**config.mk**
```make
export PLATFORM = sky130hd
export DESIGN_NAME = mem_stage_flat
export DESIGN_NICKNAME = d
export VERILOG_FILES = /design/src/rtl/mem_stage_pkg.sv /design/src/rtl/mem_stage_if.sv /design/src/rtl/mem_stage.sv /design/src/flat_wrapper.sv
export SDC_FILE = /design/constraint.sdc
export NUM_CORES = 1
export LEC_CHECK = 0
export CELL_PAD_IN_SITES_DETAIL_PLACEMENT = 1
export CELL_PAD_IN_SITES_GLOBAL_PLACEMENT = 2
export CORE_MARGIN = 4
export CORE_UTILIZATION = 26
export CTS_CLUSTER_SIZE = 40
export DETAILED_ROUTE_END_ITERATION = 16
export GPL_TIMING_DRIVEN = 0
export PLACE_DENSITY = 0.8
export SETUP_SLACK_MARGIN = 0.1
export SLEW_MARGIN = 20
export SYNTH_ARGS = -nofsm -noshare
export SYNTH_HDL_FRONTEND = slang
export SYNTH_SLANG_ARGS = --single-unit
```
**constraint.sdc**
```tcl
create_clock -name I_clk -period 2.8 [get_ports I_clk]
set_clock_uncertainty 0.15 [all_clocks]
set_input_delay 0.56 -clock I_clk [delete_from_list [all_inputs] [get_ports I_clk]]
set_output_delay 0.56 -clock I_clk [all_outputs]
set_load 0.1 [all_outputs]
```
**src/rtl/mem_stage_pkg.sv**
```systemverilog
// Shared constants for the memory-access stage: memory modes, access sizes,
// FSM state encodings and a small size-decode helper.
package mem_stage_pkg;

  localparam int ADDR_W = 16;
  localparam int BUS_W  = 8;

  localparam logic [1:0] MEM_NOP   = 2'b00;
  localparam logic [1:0] MEM_READ  = 2'b01;
  localparam logic [1:0] MEM_WRITE = 2'b10;

  localparam logic [1:0] MEM_SIZE_BYTE = 2'd1;
  localparam logic [1:0] MEM_SIZE_WORD = 2'd2;

  localparam logic [1:0] ST_IDLE  = 2'd0;
  localparam logic [1:0] ST_BYTE0 = 2'd1;
  localparam logic [1:0] ST_BYTE1 = 2'd2;
  localparam logic [1:0] ST_DONE  = 2'd3;

  // Only size 2 is a word; every other encoding is treated as a single byte.
  function automatic logic is_word(input logic [1:0] size);
    return size == MEM_SIZE_WORD;
  endfunction

endpackage

```
**src/rtl/mem_stage_if.sv**
```systemverilog
// Byte-wide req/ack data bus between the memory stage (master) and memory (slave).
interface mem_stage_if;
  import mem_stage_pkg::*;

  logic              req;
  logic              we;
  logic [ADDR_W-1:0] addr;
  logic [BUS_W-1:0]  wdata;
  logic              ack;
  logic [BUS_W-1:0]  rdata;

  modport master (output req, we, addr, wdata, input  ack, rdata);
  modport slave  (input  req, we, addr, wdata, output ack, rdata);

endinterface

```
**src/rtl/mem_stage.sv**
```systemverilog
// Memory-access stage: runs 1- or 2-byte reads/writes on the byte bus after the
// ALU and produces the writeback value plus rD/PC write strobes.
// Optional build macro MEM_ALIGN_CHECK_EN: odd-address word accesses skip the
// bus and complete immediately with O_fault.
//
// state | meaning
// IDLE  | waiting for I_enable, inputs latched on enable
// BYTE0 | first (low) byte on the bus at addr, waiting for ack
// BYTE1 | second (high) byte at addr+1, waiting for ack
// DONE  | one-cycle completion: O_done and write strobes
module mem_stage
  import mem_stage_pkg::*;
(
  input  logic              I_clk,
  input  logic              I_reset,
  input  logic              I_enable,
  input  logic [ADDR_W-1:0] I_alu_out,
  input  logic              I_write_rD,
  input  logic              I_write_pc,
  input  logic [1:0]        I_memory_mode,
  input  logic [1:0]        I_memory_size,
  input  logic [ADDR_W-1:0] I_store_data,
  mem_stage_if.master       bus,
  output logic [ADDR_W-1:0] O_result,
  output logic              O_write_rD,
  output logic              O_write_pc,
  output logic              O_done,
  output logic              O_busy,
  output logic              O_fault
);

  logic [1:0]        state;
  logic [ADDR_W-1:0] addr_q;
  logic [ADDR_W-1:0] store_q;
  logic              write_q;
  logic              word_q;
  logic              wr_rd_q;
  logic              wr_pc_q;
  logic [BUS_W-1:0]  rd_lo_q;
  logic [ADDR_W-1:0] result_q;
  logic              in_done;
  logic              in_bus;

`ifdef MEM_ALIGN_CHECK_EN
  logic              fault_q;
`endif

  // FSM and datapath registers; result is loaded on every entry into DONE so it
  // holds until the next completion.
  always_ff @(posedge I_clk) begin
    if (I_reset) begin
      state    <= ST_IDLE;
      addr_q   <= '0;
      store_q  <= '0;
      write_q  <= 1'b0;
      word_q   <= 1'b0;
      wr_rd_q  <= 1'b0;
      wr_pc_q  <= 1'b0;
      rd_lo_q  <= '0;
      result_q <= '0;
`ifdef MEM_ALIGN_CHECK_EN
      fault_q  <= 1'b0;
`endif
    end else begin
      case (state)
        ST_IDLE: begin
          if (I_enable) begin
            addr_q  <= I_alu_out;
            store_q <= I_store_data;
            write_q <= (I_memory_mode == MEM_WRITE);
            word_q  <= is_word(I_memory_size);
            wr_rd_q <= I_write_rD;
            wr_pc_q <= I_write_pc;
`ifdef MEM_ALIGN_CHECK_EN
            fault_q <= 1'b0;
`endif
            if (I_memory_mode == MEM_NOP) begin
              result_q <= I_alu_out;
              state    <= ST_DONE;
`ifdef MEM_ALIGN_CHECK_EN
            end else if (is_word(I_memory_size) && I_alu_out[0]) begin
              // Misaligned word: report the address, suppress all writeback.
              result_q <= I_alu_out;
              fault_q  <= 1'b1;
              wr_rd_q  <= 1'b0;
              wr_pc_q  <= 1'b0;
              state    <= ST_DONE;
`endif
            end else begin
              state <= ST_BYTE0;
            end
          end
        end
        ST_BYTE0: begin
          if (bus.ack) begin
            rd_lo_q <= bus.rdata;
            if (word_q) begin
              state <= ST_BYTE1;
            end else begin
              result_q <= write_q ? addr_q : {{(ADDR_W-BUS_W){1'b0}}, bus.rdata};
              state    <= ST_DONE;
            end
          end
        end
        ST_BYTE1: begin
          if (bus.ack) begin
            result_q <= write_q ? addr_q : {bus.rdata, rd_lo_q};
            state    <= ST_DONE;
          end
        end
        default: state <= ST_IDLE;
      endcase
    end
  end

  // Bus and status outputs decode straight from registered state, so they stay
  // stable for the whole time a byte waits for ack.
  always_comb begin
    in_done   = (state == ST_DONE);
    in_bus    = (state == ST_BYTE0) || (state == ST_BYTE1);
    bus.req   = in_bus;
    bus.we    = in_bus & write_q;
    bus.addr  = '0;
    bus.wdata = '0;
    if (state == ST_BYTE0) begin
      bus.addr  = addr_q;
      bus.wdata = store_q[BUS_W-1:0];
    end else if (state == ST_BYTE1) begin
      bus.addr  = addr_q + ADDR_W'(1);
      bus.wdata = store_q[ADDR_W-1:BUS_W];
    end
    O_result   = result_q;
    O_done     = in_done;
    O_write_rD = in_done & wr_rd_q;
    O_write_pc = in_done & wr_pc_q;
    O_busy     = (state != ST_IDLE);
`ifdef MEM_ALIGN_CHECK_EN
    O_fault    = in_done & fault_q;
`else
    O_fault    = 1'b0;
`endif
  end

endmodule

```
**src/flat_wrapper.sv**
```systemverilog
// flat-port wrapper written by rule: the top's interface ports become plain ports
module mem_stage_flat import mem_stage_pkg::*;
  (I_clk, I_reset, I_enable, I_alu_out, I_write_rD, I_write_pc, I_memory_mode, I_memory_size, I_store_data, O_result, O_write_rD, O_write_pc, O_done, O_busy, O_fault, bus_req, bus_we, bus_addr, bus_wdata, bus_ack, bus_rdata);
  mem_stage_if bus_i ();
  input  logic I_clk;
  input  logic I_reset;
  input  logic I_enable;
  input  logic [ADDR_W-1:0] I_alu_out;
  input  logic I_write_rD;
  input  logic I_write_pc;
  input  logic [1:0] I_memory_mode;
  input  logic [1:0] I_memory_size;
  input  logic [ADDR_W-1:0] I_store_data;
  output logic [ADDR_W-1:0] O_result;
  output logic O_write_rD;
  output logic O_write_pc;
  output logic O_done;
  output logic O_busy;
  output logic O_fault;
  output wire logic [$bits(bus_i.req)-1:0] bus_req;
  output wire logic [$bits(bus_i.we)-1:0] bus_we;
  output wire logic [$bits(bus_i.addr)-1:0] bus_addr;
  output wire logic [$bits(bus_i.wdata)-1:0] bus_wdata;
  input wire logic [$bits(bus_i.ack)-1:0] bus_ack;
  input wire logic [$bits(bus_i.rdata)-1:0] bus_rdata;
  assign bus_req = bus_i.req;
  assign bus_we = bus_i.we;
  assign bus_addr = bus_i.addr;
  assign bus_wdata = bus_i.wdata;
  assign bus_i.ack = bus_ack;
  assign bus_i.rdata = bus_rdata;
  mem_stage u_core (.I_clk(I_clk), .I_reset(I_reset), .I_enable(I_enable), .I_alu_out(I_alu_out), .I_write_rD(I_write_rD), .I_write_pc(I_write_pc), .I_memory_mode(I_memory_mode), .I_memory_size(I_memory_size), .I_store_data(I_store_data), .bus(bus_i), .O_result(O_result), .O_write_rD(O_write_rD), .O_write_pc(O_write_pc), .O_done(O_done), .O_busy(O_busy), .O_fault(O_fault));
endmodule
```
==> results of run 1 <==
## flip-flops by register name, indices dropped and copies added, names as in the netlist
| register | cells |
|---|---|
| u_core.wr_rd_q | 1 |
| u_core.store_q | 16 |
| u_core.write_q | 1 |
| u_core.word_q | 1 |
| u_core.O_result | 16 |
| u_core.rd_lo_q | 8 |
| u_core.addr_q | 16 |
| u_core.wr_pc_q | 1 |
| u_core.state | 2 |
## repair_timing
action / 4_1_cts / 5_1_grt
setup endpoints to repair: 30 / 26
setup buffers: 20 / 8
hold buffers: 0 / 0
resized for setup: 276 / 32
cloned: 2 / 1
pin swaps: 8 / 14
## synth_stat cells, drive strengths merged
| cell type | instances | area (um^2) |
|---|---|---|
| ha | 5 | 62.6 |
| o21ba | 1 | 10.0 |
| o31ai | 4 | 30.0 |
| nor3b | 1 | 7.51 |
| and2 | 4 | 25.0 |
| xor2 | 2 | 17.5 |
| nand2b | 8 | 50.1 |
| dfxtp | 62 | 1240 |
| and3b | 1 | 8.76 |
| o2111ai | 1 | 8.76 |
| nand2 | 121 | 454 |
| mux2i | 4 | 40.0 |
| o211a | 1 | 17.5 |
| clkbuf | 21 | 80.1 |
| nor4 | 4 | 25.0 |
| nor2 | 4 | 15.0 |
| and2b | 2 | 15.0 |
| buf | 21 | 130 |
| o21bai | 1 | 11.3 |
| or2 | 1 | 6.26 |
| nor2b | 17 | 106 |
| or3 | 3 | 18.8 |
| and4 | 1 | 8.76 |
| or4 | 4 | 30.0 |
| conb | 1 | 3.75 |
| nand3 | 11 | 55.1 |
| a2111o | 1 | 11.3 |
| o21ai | 18 | 93.8 |
| a22o | 8 | 70.1 |
| nand4 | 3 | 18.8 |
| a311oi | 15 | 131 |
| a41oi | 16 | 140 |
| nand3b | 3 | 35.0 |
| a211oi | 1 | 7.51 |
| a21oi | 69 | 349 |
| inv | 6 | 22.5 |
| nand4b | 2 | 32.5 |
| a221oi | 1 | 8.76 |
## stage by stage
stage | setup TNS (ns) | setup WS, ns | util | instances
global route | -0.611 | -0.149 | 0.468 | 757
global placement | -23.01 | -1.03 | 0.384 | 715
detailed placement | -24.23 | -1.11 | 0.384 | 715
CTS | -0.282 | -0.110 | 0.457 | 751
floorplan | -0.653 | -0.312 | - | 449
finish | -0.103 | -0.0796 | 0.468 | 757
## power groups by stage
stage	logic (W)	registers [W]	clock network [W]
3_3_place_gp	0.00376	0.00132	0
5_1_grt	0.00466	0.00137	0.00130
4_1_cts	0.00436	0.00133	0.00125
6_report	0.00443	0.00134	0.00122
2_1_floorplan	0.00205	0.00210	0
3_5_place_dp	0.00381	0.00133	0
## worst register-to-register path: cells and delay by family, from the launching register on
family | cells | cell delay (ns)
and+or+nand+nor | 1 | 0.26
buffers and inverters | 6 | 0.89
DFF | 1 | 0.33
adders and majority gates | 1 | 0.17
AOI/OAI and AO/OA | 2 | 0.47
## final cells by class
type                    instances  area [um^2]
fillers                      1516         6760
multi-input cells             339         2380
repair buffers                124         1480
flip-flops and latches         62         1260
plain buffers                  38          277
clock buffers                  11          243
well taps                     172          215
clock inverters                 5         81.3
inverters                       6         22.5
## metal layers
layer | part of all wire | vias up | track usage
li1 | - | 1852 | -
met1 | 0.43 | 1946 | 0.240
met2 | 0.51 | 90 | 0.338
met3 | 0.039 | 21 | 0.0419
met4 | 0.019 | 0 | 0.0630
met5 | 0 | - | 0
## kinds of logic (layout without fill, tap and decap cells)
group / Yosys count / count (layout)
flip-flops: 62 / 62
XOR/XNOR: 2 / 2
buffers and inverters: 48 / 184
multiplexers: 4 / 4
AND/OR/NAND/NOR: 190 / 190
AO/OA/AOI/OAI: 137 / 137
adder cells (fa/ha/maj): 5 / 5
other: 1 / 1
## worst max-delay path by stage
stage | slack, ns | cells after the start | start | end
finish | -0.08 | 7 | u_core.state[1] | bus_addr[11]
global route | -0.15 | 7 | u_core.state[1] | bus_addr[11]
CTS | -0.11 | 8 | u_core.state[1] | bus_addr[11]
detailed placement | -1.11 | 8 | u_core.state[0] | bus_addr[9]
global placement | -1.03 | 8 | u_core.state[0] | bus_addr[6]
floorplan | -0.31 | 6 | u_core.state[1] | bus_addr[2]
## placed cells by master, fill, tap and decap left out, types with 3 or more instances in the layout
| cell | n |
|---|---|
| dfxtp_1 | 53 |
| ha_4 | 3 |
| clkbuf_1 | 16 |
| buf_6 | 9 |
| buf_12 | 24 |
| or4_4 | 4 |
| buf_2 | 7 |
| nand4_1 | 3 |
| inv_1 | 5 |
| nand2_1 | 117 |
| a41oi_1 | 16 |
| clkdlybuf4s15_2 | 4 |
| nand3_1 | 11 |
| buf_4 | 27 |
| nor4_4 | 4 |
| o21ai_4 | 9 |
| buf_8 | 5 |
| nor2_4 | 3 |
| a21oi_1 | 61 |
| nand2b_1 | 7 |
| mux2i_4 | 4 |
| nand2_4 | 3 |
| clkbuf_16 | 12 |
| nor2b_1 | 17 |
| o21ai_0 | 4 |
| a22o_1 | 8 |
| clkdlybuf4s50_1 | 64 |
| dfxtp_2 | 7 |
| a311oi_1 | 15 |
| a21oi_4 | 7 |
| o21ai_2 | 3 |
==> results.py, run 1 <==
metrics = {
    "run_status": {
        "status": "finished, violations left",
        "violations": "setup timing",
    },
    "yosys": {
        "synthMuxAreaShare": 0.0118,
        "syn_area_per_cell_um2": 7.57,
        "syn_inst": 449,
        "yosys_warnings": 0,
        "synth-seq-cells": 62,
        "synth-seq-area-share": 0.365,
        "synth_area_mm2": 0.00340,
        "synth_top_family_by_area": "simple AND/OR/NAND/NOR gates",
        "synth_fa_ha_area_frac": 0.0184,
        "syn_nets": 504,
        "yosys.area_share.simple": 0.268,
        "synthXorXnorAreaFrac": 0.00515,
        "synth_compound_area_frac": 0.262,
        "synth.distinct_cells": 46,
    },
    "cells_and_area": {
        "n_antenna_cell": 0,
        "design_area_mm2": 0.00596,
        "fin_nets": 635,
        "drive_gt1_frac": 0.282,
        "area_growth_pct": 75.3,
    },
    "worst_hold_path": {
        "min_path_type": "register to register",
        "min_to": "u_core.store_q[7]",
        "hp-start": "u_core.store_q[7]",
        "holdPathStages": 2,
    },
    "worst_setup_path": {
        "r2r_slack_ns": 0.39,
        "ff2ff_path_depth": 10,
        "critPathLaunchType": "register",
        "critPathCaptureType": "output port",
        "worstPathRequired_ns": 2.09,
        "critical_path_arrival_ns": 2.17,
        "rr_endpoint": "u_core.O_result[12]",
        "slowest_delay_ns": 0.52,
        "worstPathMaxFanout": 5,
        "cp_slowest_cell": "or4_4",
        "path_class": "register to output port",
        "worstPathBufferInverterCount": 3,
        "reg2reg_from": "u_core.state[1]",
        "path_delay_family": "simple AND/OR/NAND/NOR gates",
        "cp_cell_sequence": "inv_2, ha_4, nand4b_4, buf_8, or4_4, a21oi_4, buf_12",
    },
    "detailed_routing": {
        "vias_per_cell": 5.16,
        "drt-initial-drc-count": 220,
        "ant_nets": 0,
        "vias": 3909,
        "wl_mm": 14.7,
        "drc": 0,
        "first_pass_iters": 4,
        "routedWlPerCell_um": 19.4,
    },
    "cts": {
        "path_clk_slew_ns": 0.05,
        "cts_buffers": 9,
        "cts-root-buf": "clkbuf_16",
        "htreeDepth": 3,
        "cts_buffer_depth": 2,
        "clkSinkCount": 62,
        "clk_latency_ns": 0.34,
        "cts_tree": "built",
    },
    "global_route": {
        "antenna_found_initial": 0,
        "grt_pass1_wl_mm": 22.4,
        "grt_max_degree": 20,
        "overflow": 0,
        "grt_pass1_vias": 4064,
        "grtUsageTotal": 0.195,
    },
    "floorplan": {
        "num_rows": 41,
        "num_io_pins": 97,
        "dieWidth_um": 122,
        "dieHeight_um": 122,
        "initial_core_util": 0.267,
        "die_area_mm2": 0.0150,
        "core_mm2": 0.0127,
    },
    "power": {
        "vdd_drop_max_uv": 545,
        "seq_power_share": 0.192,
        "total_power_w": 0.00700,
        "swShare": 0.512,
        "p_int_w": 0.00341,
        "p_leak_nw": 2.20,
        "switching_power_w": 0.00358,
        "power.clock.fraction": 0.175,
        "p_per_area_mw_per_mm2": 1170,
        "combPwrFrac": 0.633,
    },
    "timing": {
        "rsz0062_at_grt": "yes",
        "whs_ns": 0.305,
        "worst_pin_slew_ns": 0.981,
        "period_minus_slack_ns": 2.88,
        "setup_viol": 3,
        "max_freq_mhz": 347,
        "relSlewSlack": 0.344,
        "hold_viol": 0,
        "setup_ws_ns": -0.0796,
        "period_share": 1.03,
        "slew_viol_final": 0,
    },
    "placement": {
        "placed_area_mm2": 0.00488,
        "io_buffer_count": 94,
        "gp_congestion": 0.845,
        "hpwl_mm": 10.3,
    },
    "run": {
        "cap_violations": 0,
    },
}
Power figures use the tool's default switching activity.
==> run 2: changes to the inputs <==
Settings changed: PLACE_DENSITY 0.8 to 0.85.
==> run 2 against run 1 <==
- the flow still finishes with violations (setup timing)
- clock power shrank 6%
- die area is the same
- flip-flop and latch count is the same
- cell count grew 0.13%
- non-clock buffer count grew 1
- wire length grew 2.0%
- setup slack lost 0.058 ns
- critical path type unchanged
- largest power group unchanged
==> results.py, run 2 (synthesis gave the netlist of run 1 again) <==
metrics = {
    "timing": {
        "period_share": 1.05,
        "worst_pin_slew_ns": 0.981,
        "hold_viol": 0,
        "relSlewSlack": 0.344,
        "setup_viol": 7,
        "period_minus_slack_ns": 2.94,
        "slew_viol_final": 0,
        "rsz0062_at_grt": "yes",
        "setup_ws_ns": -0.138,
        "max_freq_mhz": 340,
    },
    "run": {
        "cap_violations": 0,
    },
    "run_status": {
        "status": "finished, violations left",
        "violations": "setup timing",
    },
    "global_route": {
        "grtUsageTotal": 0.202,
        "globalRouteMet1Util": 0.248,
        "grt.met3_usage": 0.0323,
        "antenna_found_initial": 0,
        "grt_use_met2": 0.354,
        "grt.busiest_layer": "met2",
        "overflow": 0,
        "grt_pass1_vias": 4275,
        "grt_pass1_wl_mm": 23.1,
        "grt_max_degree": 20,
    },
    "cts": {
        "hold_buffers": 0,
        "cts_buffers": 9,
        "cts_tree": "built",
        "cts_buffer_depth": 2,
        "clkSinkCount": 62,
        "htreeDepth": 3,
        "clk_latency_ns": 0.33,
        "cts-root-buf": "clkbuf_16",
        "path_clk_slew_ns": 0.06,
    },
    "detailed_routing": {
        "drt-initial-drc-count": 145,
        "vias": 3972,
        "vias_per_cell": 5.24,
        "ant_nets": 0,
        "routedWlPerCell_um": 19.7,
        "drc": 0,
        "wl_mm": 15.0,
        "first_pass_iters": 4,
    },
    "placement": {
        "hpwl_mm": 10.2,
        "gp_congestion": 0.835,
        "placed_area_mm2": 0.00488,
        "place_inst": 715,
        "io_buffer_count": 94,
    },
    "worst_hold_path": {
        "hp-start": "u_core.rd_lo_q[2]",
        "min_to": "u_core.rd_lo_q[2]",
        "holdPathStages": 2,
        "min_path_type": "register to register",
    },
    "power": {
        "vdd_drop_max_uv": 489,
        "p_leak_nw": 2.15,
        "p_per_area_mw_per_mm2": 1170,
        "total_power_w": 0.00696,
    },
    "cells_and_area": {
        "final_util": 0.466,
        "drive_gt1_frac": 0.294,
        "fin_nets": 636,
        "n_fill_cell": 1465,
        "final_common_cell": "nand2_1",
        "n_antenna_cell": 0,
        "finalNonFillerCells": 758,
        "mostFrequentLayoutCells": "nand2_1, clkdlybuf4s50_1, a21oi_1",
        "design_area_mm2": 0.00593,
        "ff_latch_area_mm2": 0.00126,
        "multiInputGateArea_mm2": 0.00235,
        "area_growth_pct": 74.5,
    },
    "worst_setup_path": {
        "critPathCaptureType": "output port",
        "worstPathMaxFanout": 5,
        "worstPathRequired_ns": 2.09,
        "critPathLaunchType": "register",
        "path_class": "register to output port",
        "reg2reg_from": "u_core.state[1]",
        "ff2ff_path_depth": 8,
        "critical_path_arrival_ns": 2.23,
        "rr_endpoint": "u_core.O_result[4]",
        "r2r_slack_ns": 0.45,
    },
    "floorplan": {
        "core_mm2": 0.0127,
        "dieWidth_um": 122,
        "num_io_pins": 97,
        "die_area_mm2": 0.0150,
        "initial_core_util": 0.267,
        "num_rows": 41,
        "dieHeight_um": 122,
    },
}
[run 2: cell types whose count changed in the layout (fill, tap and decap cells not counted), moves of 3 or more]
cell and change:
nand2_2 +7, nand2_4 -3, o21ai_2 +3, nand2_1 -4
[run 2: how the worst max path moves through the flow]
stage	startpoint	to	slack (ns)	cells past startpoint
after global placement	u_core.state[0]	bus_addr[6]	-0.98	8
after floorplan	u_core.state[1]	bus_addr[2]	-0.31	6
after global routing	u_core.state[1]	bus_addr[11]	-0.16	7
after CTS	u_core.state[1]	bus_addr[11]	-0.11	8
final	u_core.state[1]	bus_addr[11]	-0.14	7
after detailed placement	u_core.state[0]	bus_addr[6]	-1.06	8
[run 2: area by class of cell]
type / instances / share of cell area
Multi-Input combinational cell: 339 / 0.397
Timing Repair Buffer: 124 / 0.251
Sequential cell: 62 / 0.212
Buffer: 39 / 0.0489
Clock buffer: 9 / 0.0380
Tap cell: 172 / 0.0363
Clock inverter: 7 / 0.0135
Inverter: 6 / 0.00380
[run 2: metrics by stage]
stage | hold slack, ns | worst slack, ns | TNS (ns)
2_1_floorplan | 0.282 | -0.312 | -0.653
3_3_place_gp | 0.292 | -0.980 | -22.22
3_5_place_dp | 0.297 | -1.06 | -23.84
4_1_cts | 0.306 | -0.109 | -0.391
5_1_grt | 0.327 | -0.161 | -0.869
6_report | 0.306 | -0.138 | -0.393
[run 2: routing by layer]
layer / up-vias / wire (um)
met5: - / 0
li1: 1859 / -
met1: 1950 / 6160
met4: 0 / 276
met3: 24 / 854
met2: 139 / 7670
[run 2: report_power, final]
part / leakage [nW] / switching, W / internal (W)
Sequential: 0.513 / 0.000217 / 0.00113
Combinational: 1.49 / 0.00296 / 0.00150
Clock: 0.143 / 0.000452 / 0.000699
Total: 2.15 / 0.00363 / 0.00333
[run 2: repair_timing]
action,4_1_cts,5_1_grt
setup endpoints to repair,30,26
pin swaps,13,11
gates cloned,2,0
buffers inserted,21,8
gates resized for setup,292,24
[run 2: critical path, stage by stage (launching register included)]
cell,delay (ns)
dfxtp_2,0.37
inv_2,0.07
ha_4,0.18
nand4b_4,0.21
buf_8,0.19
or4_4,0.52
a21oi_4,0.17
buf_12,0.19
